### config.mk
export PLATFORM = sky130hd
export DESIGN_NAME = out_scan_mux_flat
export DESIGN_NICKNAME = d
export VERILOG_FILES = /design/src/rtl/out_scan_mux_if.sv /design/src/rtl/out_scan_mux.sv /design/src/flat_wrapper.sv
export SDC_FILE = /design/constraint.sdc
export NUM_CORES = 1
export LEC_CHECK = 0
export ABC_AREA = 1
export ABC_CLOCK_PERIOD_IN_PS = 16800
export BUFFER_PORTS_ARGS = -buffer_cell sky130_fd_sc_hd__buf_4
export CORE_UTILIZATION = 40
export DETAILED_ROUTE_END_ITERATION = 10
export MAX_ROUTING_LAYER = met4
export SLEW_MARGIN = 20
export SYNTH_ARGS = -nofsm -noshare
export SYNTH_HDL_FRONTEND = slang
export SYNTH_SLANG_ARGS = --single-unit
export TNS_END_PERCENT = 5
### constraint.sdc
create_clock -name clock -period 16.8 [get_ports clock]
set_input_delay 1.68 -clock clock [delete_from_list [all_inputs] [get_ports clock]]
set_output_delay 1.68 -clock clock [all_outputs]
set_load 0.005 [all_outputs]
### src/rtl/out_scan_mux_if.sv
// out_scan_mux_if: core-side display write port (entry writes, bulk clear, scan freeze)
interface out_scan_mux_if #(
    parameter int DATA_W = 16,
    parameter int SLOTS  = 8,
    parameter int BANKS  = 2
);
    localparam int SW = $clog2(SLOTS);
    localparam int BW = BANKS > 1 ? $clog2(BANKS) : 1;
    logic              wr_en;
    logic [SW-1:0]     wr_slot;
    logic [BW-1:0]     wr_bank;
    logic [DATA_W-1:0] wr_data;
    logic              clr;
    logic              freeze;
    modport master (output wr_en, wr_slot, wr_bank, wr_data, clr, freeze);
    modport slave  (input  wr_en, wr_slot, wr_bank, wr_data, clr, freeze);
endinterface

### src/rtl/out_scan_mux.sv
// out_scan_mux: multi-bank 7-segment scanner with prescaled, blanked, freezable slot scan
module out_scan_mux #(
    parameter int  DATA_W      = 16,
    parameter int  SLOTS       = 8,
    parameter int  BANKS       = 2,
    parameter int  PRESCALE    = 1024,
    parameter int  BLANK       = 16,
    parameter int  LZ_SUPPRESS = 0,
    localparam int DIGITS      = DATA_W / 4,
    localparam int SW          = $clog2(SLOTS),
    localparam int PW          = $clog2(PRESCALE)
) (
    input  logic                      clock,
    input  logic                      reset,
    out_scan_mux_if.slave             wr,
    output logic [BANKS*DIGITS*8-1:0] seg,
    output logic [SLOTS-1:0]          seg_sel,
    output logic [SW-1:0]             scan_slot,
    output logic                      step_pulse
);
    logic [DATA_W-1:0]        data_q [SLOTS][BANKS];
    logic [BANKS-1:0]         valid_q [SLOTS];
    logic [PW-1:0]            pre_q;
    logic [BANKS*DIGITS*4-1:0] nib_q, nib_d;
    logic [BANKS*DIGITS-1:0]  en_q, en_d;
    logic [SLOTS-1:0]         sel_d;
    logic [3:0]               nib;
    logic                     lz;
    logic                     wrap, blank, wr_ok;

    assign wrap  = int'(pre_q) == PRESCALE - 1;
    assign blank = int'(pre_q) < BLANK;
    assign wr_ok = wr.wr_en && int'(wr.wr_slot) < SLOTS && int'(wr.wr_bank) < BANKS;
    assign sel_d = blank ? '0 : SLOTS'(1) << scan_slot;

    function automatic logic [7:0] seg7(input logic [3:0] n);
        logic [7:0] s;
        s = 8'h00;
        case (n)
            4'h0: s = 8'h3F;
            4'h1: s = 8'h06;
            4'h2: s = 8'h5B;
            4'h3: s = 8'h4F;
            4'h4: s = 8'h66;
            4'h5: s = 8'h6D;
            4'h6: s = 8'h7D;
            4'h7: s = 8'h07;
            4'h8: s = 8'h7F;
            4'h9: s = 8'h6F;
            4'hA: s = 8'h77;
            4'hB: s = 8'h7C;
            4'hC: s = 8'h39;
            4'hD: s = 8'h5E;
            4'hE: s = 8'h79;
            4'hF: s = 8'h71;
        endcase
        return s;
    endfunction

    // clear applies first so a same-edge write still lands valid
    always_ff @(posedge clock or posedge reset)
        if (reset) begin
            data_q  <= '{default: '0};
            valid_q <= '{default: '0};
        end else begin
            if (wr.clr)
                valid_q <= '{default: '0};
            if (wr_ok) begin
                data_q[wr.wr_slot][wr.wr_bank]  <= wr.wr_data;
                valid_q[wr.wr_slot][wr.wr_bank] <= 1'b1;
            end
        end

    always_ff @(posedge clock or posedge reset)
        if (reset) begin
            pre_q      <= '0;
            scan_slot  <= '0;
            step_pulse <= 1'b0;
        end else begin
            step_pulse <= !wr.freeze && wrap;
            if (!wr.freeze) begin
                pre_q <= wrap ? '0 : pre_q + 1'b1;
                if (wrap)
                    scan_slot <= int'(scan_slot) == SLOTS - 1 ? '0 : scan_slot + 1'b1;
            end
        end

    // lz tracks "every nibble from the MS end up to k is zero"
    always_comb begin
        nib_d = '0;
        en_d  = '0;
        nib   = '0;
        lz    = 1'b0;
        for (int b = 0; b < BANKS; b++) begin
            lz = 1'b1;
            for (int k = 0; k < DIGITS; k++) begin
                nib = data_q[scan_slot][b][DATA_W-1-4*k -: 4];
                lz  = lz && nib == 4'h0;
                nib_d[(b*DIGITS+k)*4 +: 4] = nib;
                en_d[b*DIGITS+k] = !blank && valid_q[scan_slot][b]
                                   && !(LZ_SUPPRESS != 0 && lz && k < DIGITS - 1);
            end
        end
    end

    always_ff @(posedge clock or posedge reset)
        if (reset) begin
            seg_sel <= '0;
            nib_q   <= '0;
            en_q    <= '0;
        end else begin
            seg_sel <= sel_d;
            nib_q   <= nib_d;
            en_q    <= en_d;
        end

    always_comb begin
        seg = '0;
        for (int i = 0; i < BANKS*DIGITS; i++)
            seg[i*8 +: 8] = en_q[i] ? seg7(nib_q[i*4 +: 4]) : 8'h00;
    end
endmodule

### src/flat_wrapper.sv
// flat-port wrapper written by rule: the top's interface ports become plain ports
module out_scan_mux_flat 
#(
    parameter int  DATA_W      = 16,
    parameter int  SLOTS       = 8,
    parameter int  BANKS       = 2,
    parameter int  PRESCALE    = 1024,
    parameter int  BLANK       = 16,
    parameter int  LZ_SUPPRESS = 0,
    localparam int DIGITS      = DATA_W / 4,
    localparam int SW          = $clog2(SLOTS),
    localparam int PW          = $clog2(PRESCALE)
)
  (clock, reset, seg, seg_sel, scan_slot, step_pulse, wr_wr_en, wr_wr_slot, wr_wr_bank, wr_wr_data, wr_clr, wr_freeze);
  out_scan_mux_if #(.DATA_W(DATA_W), .SLOTS(SLOTS), .BANKS(BANKS)) wr_i ();
  input  logic clock;
  input  logic reset;
  output logic [BANKS*DIGITS*8-1:0] seg;
  output logic [SLOTS-1:0] seg_sel;
  output logic [SW-1:0] scan_slot;
  output logic step_pulse;
  input wire logic [$bits(wr_i.wr_en)-1:0] wr_wr_en;
  input wire logic [$bits(wr_i.wr_slot)-1:0] wr_wr_slot;
  input wire logic [$bits(wr_i.wr_bank)-1:0] wr_wr_bank;
  input wire logic [$bits(wr_i.wr_data)-1:0] wr_wr_data;
  input wire logic [$bits(wr_i.clr)-1:0] wr_clr;
  input wire logic [$bits(wr_i.freeze)-1:0] wr_freeze;
  assign wr_i.wr_en = wr_wr_en;
  assign wr_i.wr_slot = wr_wr_slot;
  assign wr_i.wr_bank = wr_wr_bank;
  assign wr_i.wr_data = wr_wr_data;
  assign wr_i.clr = wr_clr;
  assign wr_i.freeze = wr_freeze;
  out_scan_mux #(.DATA_W(DATA_W), .SLOTS(SLOTS), .BANKS(BANKS), .PRESCALE(PRESCALE), .BLANK(BLANK), .LZ_SUPPRESS(LZ_SUPPRESS)) u_core (.clock(clock), .reset(reset), .wr(wr_i), .seg(seg), .seg_sel(seg_sel), .scan_slot(scan_slot), .step_pulse(step_pulse));
endmodule
==> results.txt <==
Final wirelength = 41,800 µm
Sequential-to-total area share from yosys stat = 50.5%
Post-synthesis mux area share = 0%
CP max FO = 25
DR vias = 13,600
Worst hold path class = reg -> reg
CTS sink cnt = 328
Largest net degree at the start of global routing = 124
Compound-Gate Fraction of Synth Area = 16.8%
DP Area = 17,200 µm²
Pwr Total = 2.62 mW
Switching Fraction = 35.3%
DRC = 0
Vias in the first global route = 12,900
Post-synth top flop = dfrtp_1
Hold Buf Count CTS = 0
Placement Setup Slack = 12.41 ns
Synth Cell Area = 16,300 µm²
Skew final = 0.00974 ns
NetSw = 925 µW
Status = complete, no violations
Clock Tree Buf Depth = 3
Critical path type = reg -> out
Pins Over Slew Limit = 0
PortBufs = 92
Unique masters post-synth = 27
Fin worst setup slack = 13.08 ns
Final Setup Violations = 0
Placeable Area = 39,900 µm²
Detail Route Antenna Nets = 0
Share of total power in sequential cells = 42.7%
Synth Area in Simple Gates = 21.1%
Worst Setup End Kind = output port
Met2 WL = 18,800 µm
Initial drt markers = 1,124
Leak pwr = 8.99 nW
Critical path's slowest cell = dfrtp_1
Clock Tree Root = clkbuf_16
Uppermost layer routed = met4
Clock latency on the worst-skew pair = 0.53 ns
Die height = 204 µm
Share of cells above drive strength 1 = 8.60%
Avg WL per Cell = 15.8 µm
RSZ-0062 raised after global routing = false
Adder-cell share of the synthesized area = 4.23%
Critical path arrival = 2.04 ns
CP bufs+invs = 1
Final period util = 22.1%
Max transition margin = 27.5%
Post-synthesis xor/xnor area fraction = 0.215%
Die Wd = 204 µm
Tot GR Track Use = 21.3%
HPWL Detailed = 25,400 µm
Critical Path Source Type = flop
Cells after Synth = 2,082
PD cells = 143 nW/µm²
Int Power = 1.70 mW
Final Hold Vio Count = 0
Clk pwr share = 29.0%
# rows = 73
Fin area = 18,300 µm²
Register bit total from synthesis = 328
EDFF count, synth = 0
WL met1 = 20,300 µm
Crit path max-delay family = flip-flops
Max-cap violations = 0
# IOs = 101
Gr ovfl total = 0
Diodes inserted = 0
Initial antenna violation count = 2
Worst path cell trace = o21ai_0, nor3_1, buf_4
TritonCTS clock tree = yes
Routed vias/inst = 5.14
CTS clk-pin slew, worst paths = 0.06 ns
FMAX = 269 MHz
Total CTS buffers = 36
Min cycle time layout = 3.72 ns
Logic gate share of total power = 28.3%
Detailed-router iteration count before antenna repair = 5
Peak supply drop = 0.0570 mV
Synth warnings = 0
Final #Nets = 2,174
Main combinational cell family by area after synthesis = simple AND/OR/NAND/NOR gates
Layout Area Growth over Synthesis = 12.6%
# resized after CTS = 0
Die area = 41,500 µm²
RePlAce Congestion = 0.841
Starting Density = 40.8%
Routed wl met3 = 2010 µm
Req. time, crit path = 15.12 ns
H-tree levels = 2
Postcts setup bufs = 0
Max stage delay on crit path = 0.89 ns
First-pass GRT wire length = 68,800 µm
Avg Cell Area, Syn = 7.81 µm²
Worst Tran Pin Value = 1.09 ns
Setup TNS = 0 ns
FFs w/ async S/R, synth = 100%
synth_stat cells (3+ instances only):
| library cell | count | area share [%] |
|---|---|---|
| nor3_1 | 21 | 0.65 |
| nor2_1 | 214 | 4.9 |
| ha_1 | 55 | 4.2 |
| buf_2 | 29 | 0.89 |
| nand4_1 | 8 | 0.31 |
| o22ai_1 | 3 | 0.12 |
| buf_1 | 6 | 0.14 |
| xnor2_1 | 3 | 0.16 |
| inv_1 | 146 | 3.4 |
| a31oi_1 | 6 | 0.23 |
| nor3_2 | 3 | 0.18 |
| a21oi_1 | 61 | 1.9 |
| o21ai_1 | 5 | 0.15 |
| nor2_2 | 4 | 0.15 |
| nand3_1 | 46 | 1.4 |
| o21ai_0 | 406 | 12 |
| dfrtp_1 | 328 | 50 |
| clkbuf_1 | 99 | 2.3 |
| inv_2 | 3 | 0.069 |
| nand2_1 | 582 | 13 |
| a211oi_1 | 5 | 0.23 |
| buf_4 | 9 | 0.42 |
| o211ai_1 | 36 | 1.7 |
final cells by class:
type / instances / area, µm²
Fill cell: 3943 / 21600
Sequential cell: 328 / 8220
Multi-Input combinational cell: 1468 / 6940
Clock buffer: 49 / 1000
Timing Repair Buffer: 111 / 837
Tap cell: 525 / 657
Inverter: 149 / 567
Clock inverter: 11 / 108
kinds of logic after synthesis:
logic type | Yosys count
AND/OR/NAND/NOR | 879
flip-flops | 328
other | 1
XOR/XNOR | 4
buffers and inverters | 293
AO/OA/AOI/OAI | 522
adder cells (fa/ha/maj) | 55
cell usage in the layout, fill, tap and decap left out, types with 9 or more instances in the layout:
| cell type | count |
|---|---|
| o21ai_0 | 406 |
| nand2_1 | 580 |
| nor2_1 | 214 |
| nor3_1 | 21 |
| a21oi_1 | 61 |
| clkbuf_16 | 37 |
| dfrtp_1 | 326 |
| nand3_1 | 42 |
| buf_4 | 110 |
| clkbuf_1 | 9 |
| o211ai_1 | 36 |
| ha_1 | 55 |
| inv_1 | 144 |
metal layers:
layer	up-vias	GRT usage [%]
met2	320	33.0
met4	0	4.97
met5	-	-
li1	6692	-
met1	6515	29.9
met3	56	2.49
power groups by stage:
stage | Clock, mW | Sequential (mW) | Combinational (mW)
6_report | 0.761 | 1.12 | 0.743
5_1_grt | 0.806 | 1.15 | 0.869
4_1_cts | 0.776 | 1.12 | 0.744
3_5_place_dp | 0 | 1.13 | 0.740
3_3_place_gp | 0 | 1.12 | 0.726
2_1_floorplan | 0 | 1.06 | 0.562
flip-flops by register name, summed over array words and instances, names as in the netlist:
register and count:
u_core.data_q 256, u_core.en_q 2, u_core.nib_q 32, u_core.pre_q 10, u_core.scan_slot 3, u_core.seg_sel 8, u_core.step_pulse 1, u_core.valid_q 16
per-stage QoR:
| step | std cells | hold slack [ns] | util (%) |
|---|---|---|---|
| after floorplan | 2089 | 0.448 | - |
| after global placement | 2581 | 0.460 | 43.1 |
| after detailed placement | 2581 | 0.468 | 43.1 |
| after CTS | 2641 | 0.482 | 45.9 |
| after global routing | 2641 | 0.495 | 45.9 |
| final | 2641 | 0.477 | 45.9 |
final timing paths:
kind                                             endpoint  cells past startpoint  slack [ns]                       startpoint
setup reg to reg                 u_core.en_q[4]$_DFF_PP0_                      8       14.04  u_core.scan_slot[0]$_DFFE_PP0P_
max in group asynchronous   u_core.data_q[56]$_DFFE_PP0P_                      4       13.44                            reset
hold reg to reg            u_core.data_q[210]$_DFFE_PP0P_                      2        0.48   u_core.data_q[210]$_DFFE_PP0P_
hold / removal             u_core.data_q[210]$_DFFE_PP0P_                      2        0.48   u_core.data_q[210]$_DFFE_PP0P_
min in group asynchronous  u_core.data_q[102]$_DFFE_PP0P_                      2        1.32                            reset
setup / recovery                                  seg[27]                      3       13.08         u_core.en_q[3]$_DFF_PP0_
worst register-to-register path: stages (launching register included):
cell	delay, ns
dfrtp_4	0.64
buf_4	0.69
inv_2	0.06
buf_4	0.41
nand2_1	0.21
nand3_1	0.08
nand3_1	0.16
nand2_1	0.07
nor2_1	0.32
(Power assumes the default switching activity.)
